$ cat config.mk
export PLATFORM = sky130hd
export DESIGN_NAME = cpu_alu_sequencer
export DESIGN_NICKNAME = d
export VERILOG_FILES = /design/src/rtl/cpu_alu_sequencer.sv
export SDC_FILE = /design/constraint.sdc
export NUM_CORES = 1
export LEC_CHECK = 0
export CORE_AREA = 2 2 86 129
export DETAILED_ROUTE_END_ITERATION = 12
export DIE_AREA = 0 0 88 131
export PLACE_DENSITY = 0.72
export SYNTH_ARGS = -nofsm -noshare
export SYNTH_HDL_FRONTEND = slang
export SYNTH_SLANG_ARGS = --single-unit
$ cat constraint.sdc
create_clock -name clk -period 4 [get_ports clk]
set_clock_uncertainty 0.15 [all_clocks]
set_input_delay 0.8 -clock clk [delete_from_list [all_inputs] [get_ports clk]]
set_output_delay 0.8 -clock clk [all_outputs]
set_load 0.01 [all_outputs]
$ cat src/rtl/cpu_alu_sequencer.sv
// Execute-stage sequencer for a 6502-style core: drives the external ALU, owns the
// status register P and runs the read / dummy-write / write bus pattern for RMW shifts.
module cpu_alu_sequencer #(
  parameter int ADDR_W = 16
) (
  input  logic              clk,
  input  logic              rst,
  // Request handshake: a request is taken on a rising edge where req_valid && req_ready.
  // req_ready is high only in IDLE; rsp_valid is a single-cycle pulse with no backpressure.
  input  logic              req_valid,
  output logic              req_ready,
  input  logic [7:0]        req_op,
  input  logic [7:0]        req_a,
  input  logic [7:0]        req_b,
  input  logic              req_rmw,
  input  logic [ADDR_W-1:0] req_addr,
  output logic [7:0]        alu_in1,
  output logic [7:0]        alu_in2,
  output logic [7:0]        alu_sel,
  output logic [7:0]        alu_status,
  input  logic [7:0]        alu_out,
  input  logic [7:0]        alu_next_status,
  output logic [ADDR_W-1:0] mem_addr,
  output logic              mem_rd,
  output logic              mem_wr,
  output logic [7:0]        mem_wdata,
  input  logic [7:0]        mem_rdata,
  input  logic              p_load,
  input  logic [7:0]        p_wdata,
  output logic [7:0]        p,
  output logic              rsp_valid,
  output logic [7:0]        rsp_data,
  output logic [2:0]        dbg_state
);

  typedef enum logic [2:0] {IDLE, EXEC, RD, DUMMY, WRITE, RESP} state_e;

  state_e              state_q, state_d;
  logic [7:0]          op_q, op_d;
  logic [7:0]          a_q, a_d;
  logic [7:0]          b_q, b_d;
  logic [ADDR_W-1:0]   addr_q, addr_d;
  logic [7:0]          result_q, result_d;
  logic [7:0]          opnd_q, opnd_d;
  logic [7:0]          p_q, p_d;

  logic op_legal;
  logic op_shift;

  assign op_legal = (req_op >= 8'h01) && (req_op <= 8'h18);
  assign op_shift = (req_op >= 8'h0B) && (req_op <= 8'h0E);

  always_ff @(posedge clk or posedge rst) begin
    if (rst) begin
      state_q  <= IDLE;
      op_q     <= 8'h00;
      a_q      <= 8'h00;
      b_q      <= 8'h00;
      addr_q   <= '0;
      result_q <= 8'h00;
      opnd_q   <= 8'h00;
      p_q      <= 8'h24;
    end else begin
      state_q  <= state_d;
      op_q     <= op_d;
      a_q      <= a_d;
      b_q      <= b_d;
      addr_q   <= addr_d;
      result_q <= result_d;
      opnd_q   <= opnd_d;
      p_q      <= p_d;
    end
  end

  always_comb begin
    state_d   = state_q;
    op_d      = op_q;
    a_d       = a_q;
    b_d       = b_q;
    addr_d    = addr_q;
    result_d  = result_q;
    opnd_d    = opnd_q;
    p_d       = p_q;
    req_ready = 1'b0;
    alu_sel   = 8'h00;
    alu_in1   = 8'h00;
    alu_in2   = 8'h00;
    mem_addr  = '0;
    mem_rd    = 1'b0;
    mem_wr    = 1'b0;
    mem_wdata = 8'h00;
    rsp_valid = 1'b0;

    // A direct load is overridden below by any ALU status update in the same cycle.
    if (p_load) p_d = p_wdata | 8'h20;

    case (state_q)
      IDLE: begin
        req_ready = 1'b1;
        if (req_valid) begin
          op_d    = op_legal ? req_op : 8'h00;
          a_d     = req_a;
          b_d     = req_b;
          addr_d  = req_addr;
          state_d = (req_rmw && op_shift) ? RD : EXEC;
        end
      end
      EXEC: begin
        // Illegal ops were latched as 8'h00: pass operand a through, leave P alone.
        if (op_q != 8'h00) begin
          alu_sel  = op_q;
          alu_in1  = a_q;
          alu_in2  = b_q;
          result_d = alu_out;
          p_d      = alu_next_status | 8'h20;
        end else begin
          result_d = a_q;
        end
        state_d = RESP;
      end
      RD: begin
        mem_rd   = 1'b1;
        mem_addr = addr_q;
        state_d  = DUMMY;
      end
      DUMMY: begin
        opnd_d    = mem_rdata;
        mem_wr    = 1'b1;
        mem_addr  = addr_q;
        mem_wdata = mem_rdata;
        state_d   = WRITE;
      end
      WRITE: begin
        alu_sel   = op_q;
        alu_in1   = opnd_q;
        mem_wr    = 1'b1;
        mem_addr  = addr_q;
        mem_wdata = alu_out;
        result_d  = alu_out;
        p_d       = alu_next_status | 8'h20;
        state_d   = RESP;
      end
      RESP: begin
        rsp_valid = 1'b1;
        state_d   = IDLE;
      end
      default: state_d = IDLE;
    endcase
  end

  assign alu_status = p_q;
  assign p          = p_q;
  assign rsp_data   = result_q;
  assign dbg_state  = state_q;

endmodule
==> results.toml, run 1 <==
[outcome]
status = "complete, no violations"

[placed_design]
post-dp-hpwl_um = 6910
gp_congestion = 0.836
portBuffers = 153
dp.cells = 611

[power_and_ir_drop]
power_switching_mw = 1.13
power.static_leakage_nw = 2.30
power_frac_seq_pct = 33.2
power_report.internal_total_mw = 2.18
clockPowerShare_pct = 22.9
power.share.switching_pct = 34.2
power-per-cell-area_mw_per_mm2 = 640
power.ir.vdd_worst_mv = 0.293
p_total_mw = 3.31
share_comb_of_total_power_pct = 43.9

[synth]
synth-async-reset-ratio_pct = 100
seq_area_frac_synth_pct = 51.3
yosys-top-cells-count = "sky130_fd_sc_hd__nand2_1 (85), sky130_fd_sc_hd__dfrtp_1 (65), sky130_fd_sc_hd__mux2_2 (21), sky130_fd_sc_hd__a22o_1 (19), sky130_fd_sc_hd__inv_1 (19)"
post_synth_inst_count = 334
synth_fp_nets = 411
synth_top_flop_cell = "sky130_fd_sc_hd__dfrtp_1"
post-synth-top-area-cell = "sky130_fd_sc_hd__dfrtp_1"
cell_area_synth_mm2 = 0.00327
synth_most_common_cell = "sky130_fd_sc_hd__nand2_1"
post_synth_main_area_contributors = "sky130_fd_sc_hd__dfrtp_1 (50%), sky130_fd_sc_hd__nand2_1 (9.7%), sky130_fd_sc_hd__mux2_2 (7.2%)"
synth_cell_type_count = 42
synth-edff-count = 0
postSynthAreaPerCell_um2 = 9.80
synth_seq_cells = 67
yosys_warn_count = 0
yosys.area.top_type_share_pct = 49.7

[die]
floorplan.core_area_mm2 = 0.0104
floorplan.die.height_um = 131
floorplan.io_pins = 156
initial_core_util_pct = 31.4
design.die.area_mm2 = 0.0115
die_x_um = 88
core.rowCount = 46

[clock_tree]
insertion_delay_ns = 0.33
cts_tree = "built"
ctsHoldBuffers = 0
clock_sinks = 67
cts_inserted_buffers = 9
clockRootBuffer = "sky130_fd_sc_hd__clkbuf_16"
clk_pin_slew_ns = 0.05
cts_htree_levels = 3
post_cts_resized = 0
post-cts-setup-buffers = 0
cts-root-to-sink-buffers = 2

[drt]
drt_pass1_iterations = 4
drc_violations_left = 0
drt-wirelength-per-cell_um = 14.8
dr_total_vias = 2949
drt.antenna.violating_nets = 0
totalWireLength_um = 9270
drt_iter0_drc = 121
post_drt_via_cell_ratio = 4.70

[timing]
max_freq_mhz = 286
fin_setup_tns_ns = 0
fin_crit_sh_pct = 87.4
setup_viol = 0
grt_setup_unrepaired = "false"
worst_pin_slew_ns = 0.973
timing.final.hold_violations = 0
relSlewSlack_pct = 33.5
fin_worst_hold_slack_ns = 0.316
final.min_clock_period_ns = 3.50
final-max-slew-violation-count = 0

[critical_path]
cp_num_buf_inv = 3
timing.rr.end = "alu_status[1]"
cp_data_arrival_time_ns = 2.55
critical_path.startpoint_type = "register"
kind_of_cell_adding_the_most_delay_to_the_critical_path = "buffers and inverters"
path_max_fanout = 21
reg2regPathDepth = 3
path_cells = "inv_1, nor3_2, buf_4, a22o_1, clkdlybuf4s50_1"
critical_path.reg2reg.startpoint = "dbg_state[2]"
critPathKind = "reg2out"
worst_path_max_delay_cell = "sky130_fd_sc_hd__dfrtp_1"
critical_path.max_stage_delay_ns = 0.75
critPathRequiredTime_ns = 3.05
r2r_setup_slack_ns = 1.38
endpoint_kind = "primary output"

[grt]
grt_start_max_net_pins = 40
globalRouteTotalUtil_pct = 16.6
grt_pass1_vias = 3104
overflow = 0
antenna_violations_before_repair = 0
grt_first_pass_wirelength_um = 14700

[final_layout]
finalNonFillerCells = 627
finish.net_count = 555
area_growth_pct = 58.2
fillers = 1006
share_of_layout_cells_above_drive_strength_1_pct = 10.8
insertedDiodeCount = 0
utilization_pct = 49.7

[worst_hold_path]
holdPathStages = 2
worst_min_path_class = "reg2reg"
timing.hold.worst.start = "addr_q[6]"
min_to = "addr_q[6]"

[job]
max_cap_viol_count = 0
kinds of logic after synthesis:
family / share of synthesized area (%)
AO/OA/AOI/OAI: 12.8
XOR/XNOR: 0.535
buffers and inverters: 7.07
flip-flops: 51.3
multiplexers: 7.68
AND/OR/NAND/NOR: 20.6
final cells by class:
| cell class | count | area (um^2) | area share (%) |
|---|---|---|---|
| clock buffers | 11 | 233 | 4.49 |
| clock inverters | 5 | 53.8 | 1.04 |
| inverters | 19 | 71.3 | 1.38 |
| multi-input cells | 220 | 1370 | 26.5 |
| flip-flops and latches | 67 | 1680 | 32.4 |
| well taps | 144 | 180 | 3.48 |
| repair buffers | 161 | 1590 | 30.7 |
tightest hold or removal path, cell delays in order (launching register included):
cell,delay (ns)
sky130_fd_sc_hd__dfrtp_1,0.33
sky130_fd_sc_hd__nand2_1,0.05
sky130_fd_sc_hd__nand2_1,0.05
worst max path at each step:
stage	slack (ns)	startpoint	endpoint	cells past startpoint
5_1_grt	0.29	dbg_state[1]	mem_wdata[1]	5
4_1_cts	0.47	dbg_state[1]	mem_wdata[3]	5
6_report	0.50	dbg_state[1]	mem_wdata[4]	5
3_3_place_gp	0.89	dbg_state[1]	mem_wdata[4]	5
2_1_floorplan	1.37	rst	a_q[0]	1
3_5_place_dp	0.83	dbg_state[1]	mem_wdata[3]	5
flip-flops by register name (all words and copies together) (netlist names):
signal	flops
a_q	8
addr_q	16
alu_status	8
b_q	8
dbg_state	3
op_q	8
opnd_q	8
rsp_data	8
power by group through the flow:
stage / sequential (mW) / combinational [mW] / clock (mW)
3_3_place_gp: 1.10 / 1.45 / 0
3_5_place_dp: 1.12 / 1.47 / 0
5_1_grt: 1.14 / 1.60 / 0.813
4_1_cts: 1.10 / 1.48 / 0.781
6_report: 1.10 / 1.45 / 0.759
2_1_floorplan: 1.09 / 0.835 / 0
cell usage in the layout (no fill, tap or decap), drive strengths merged, types with 2 or more instances in the layout:
master         count
clkdlybuf4s50    153
nand2             85
dfrtp             65
mux2              22
a22o              19
inv               19
o21ai             18
nor2b             16
and2              11
clkbuf            11
o221ai             8
and3               8
buf                8
nor3               5
clkinv             4
nor4               3
or3                2
a32o               2
a211oi             2
dfstp              2
nor3b              2
layer usage:
metal	wire length [um]	GRT usage (%)
met4	203	7.42
met2	5110	30.6
met1	3400	17.8
met3	559	3.71
met5	0	0
per-stage QoR:
stage                     setup WS (ns)  area [um^2]
after floorplan                    1.37         3270
after global placement            0.886         4890
after detailed placement          0.835         4890
after CTS                         0.468         5180
after global routing              0.293         5180
final                             0.505         5180
No activity file was read; power rests on OpenSTA's default activity.
==> run 2, diff against run 1 <==
--- a/config.mk
+++ b/config.mk
@@ -5,6 +5,7 @@
 export SDC_FILE = /design/constraint.sdc
 export NUM_CORES = 1
 export LEC_CHECK = 0
+export CAP_MARGIN = 40
 export CORE_AREA = 2 2 86 129
 export DETAILED_ROUTE_END_ITERATION = 12
 export DIE_AREA = 0 0 88 131
==> results.toml, run 2 (synthesis results as in run 1) <==
[clock_tree]
post_cts_resized = 0
cts-root-to-sink-buffers = 2
clock_sinks = 67
clk_pin_slew_ns = 0.05
cts_htree_levels = 3
post-cts-setup-buffers = 0
insertion_delay_ns = 0.32
cts_tree = "built"
clockRootBuffer = "sky130_fd_sc_hd__clkbuf_16"
cts_inserted_buffers = 9
ctsHoldBuffers = 0

[placed_design]
post-dp-hpwl_um = 6920
post_dp_cell_area_mm2 = 0.00490
portBuffers = 153
gp_congestion = 0.836

[critical_path]
crit_path_start = "dbg_state[1]"
kind_of_cell_adding_the_most_delay_to_the_critical_path = "buffers and inverters"
path_cells = "inv_1, nor3_2, buf_4, a22o_1, clkdlybuf4s50_1"
cp_num_buf_inv = 3
critical_path.reg2reg.startpoint = "dbg_state[2]"
endpoint_kind = "primary output"
critical_path.startpoint_type = "register"
cp_data_arrival_time_ns = 2.56
critical_path.max_stage_delay_ns = 0.76
worst_path_max_delay_cell = "sky130_fd_sc_hd__dfrtp_1"
path_max_fanout = 21
r2r_setup_slack_ns = 1.33
critPathRequiredTime_ns = 3.05
timing.rr.end = "alu_status[1]"
reg2regPathDepth = 3
critPathKind = "reg2out"

[final_layout]
max_flop_register = "addr_q"
share_of_layout_cells_above_drive_strength_1_pct = 11.0
area_growth_pct = 58.8
fillers = 1024
final_cell_area_mm2 = 0.00520
insertedDiodeCount = 0
layout_commonest_cell = "sky130_fd_sc_hd__clkdlybuf4s50_1"
most-common-layout-cells = "sky130_fd_sc_hd__clkdlybuf4s50_1 (153), sky130_fd_sc_hd__nand2_1 (85), sky130_fd_sc_hd__dfrtp_1 (65)"
finish.net_count = 556
largest_register_ff_count = 16
register_area_mm2 = 0.00168
multiInputGateArea_mm2 = 0.00137
utilization_pct = 49.9

[die]
floorplan.io_pins = 156
core.rowCount = 46
floorplan.core_area_mm2 = 0.0104
floorplan.die.height_um = 131
design.die.area_mm2 = 0.0115
die_x_um = 88
initial_core_util_pct = 31.4

[grt]
antenna_violations_before_repair = 0
globalRouteTotalUtil_pct = 16.4
grt_start_max_net_pins = 40
grt_first_pass_wirelength_um = 14500
overflow = 0
grt_pass1_vias = 3074

[power_and_ir_drop]
power.ir.vdd_worst_mv = 0.263
power-per-cell-area_mw_per_mm2 = 645
p_total_mw = 3.36
power.static_leakage_nw = 2.31

[drt]
drc_violations_left = 0
dr_total_vias = 2964
drt-wirelength-per-cell_um = 14.9
post_drt_via_cell_ratio = 4.72
drt_pass1_iterations = 4
drt_iter0_drc = 122
totalWireLength_um = 9340
drt.antenna.violating_nets = 0

[worst_hold_path]
holdPathStages = 2
worst_min_path_class = "reg2reg"
min_to = "addr_q[4]"
timing.hold.worst.start = "addr_q[4]"

[timing]
timing.final.hold_violations = 0
final-max-slew-violation-count = 0
final.min_clock_period_ns = 3.51
max_freq_mhz = 285
fin_crit_sh_pct = 87.7
setup_viol = 0
worst_pin_slew_ns = 0.821
fin_setup_tns_ns = 0
grt_setup_unrepaired = "false"
relSlewSlack_pct = 45.2
fin_worst_hold_slack_ns = 0.317

[outcome]
status = "complete, no violations"

[job]
max_cap_viol_count = 0
[run 2: power breakdown]
part / leakage [nW] / internal (mW) / switching (mW)
logic: 1.31 / 0.766 / 0.696
registers: 0.850 / 0.936 / 0.168
clock network: 0.153 / 0.515 / 0.276
[run 2: routing by layer]
metal / up-vias / part of all wire (%) / GRT usage [%]
met1: 1430 / 38 / 17.9
li1: 1419 / - / -
met3: 13 / 6.2 / 3.83
met5: - / 0 / 0
met2: 102 / 54 / 29.9
met4: 0 / 2.1 / 6.61
[run 2: tightest hold or removal path: cells and delay by family, from the launching register on]
kind	cells	cell delay (ns)
flops	1	0.33
simple gates	2	0.10
[run 2: how the worst max path moves through the flow]
stage                        end  slack, ns  cells after the start
floorplan                 a_q[0]       1.37                      1
CTS                 mem_wdata[3]       0.47                      5
global placement    mem_wdata[4]       0.89                      5
detailed placement  mem_wdata[3]       0.84                      5
global route        mem_wdata[2]       0.32                      5
finish              mem_wdata[3]       0.49                      5
[run 2: layout make-up]
| class | count | area share (%) |
|---|---|---|
| Clock inverter | 4 | 0.938 |
| Multi-Input combinational cell | 220 | 26.3 |
| Tap cell | 144 | 3.46 |
| Inverter | 19 | 1.37 |
| Sequential cell | 67 | 32.3 |
| Timing Repair Buffer | 162 | 30.7 |
| Clock buffer | 12 | 4.93 |
[run 2: metrics by stage]
| stage | std cells | setup slack [ns] |
|---|---|---|
| floorplan | 334 | 1.37 |
| global placement | 611 | 0.886 |
| detailed placement | 612 | 0.836 |
| CTS | 628 | 0.472 |
| global route | 628 | 0.323 |
| finish | 628 | 0.493 |
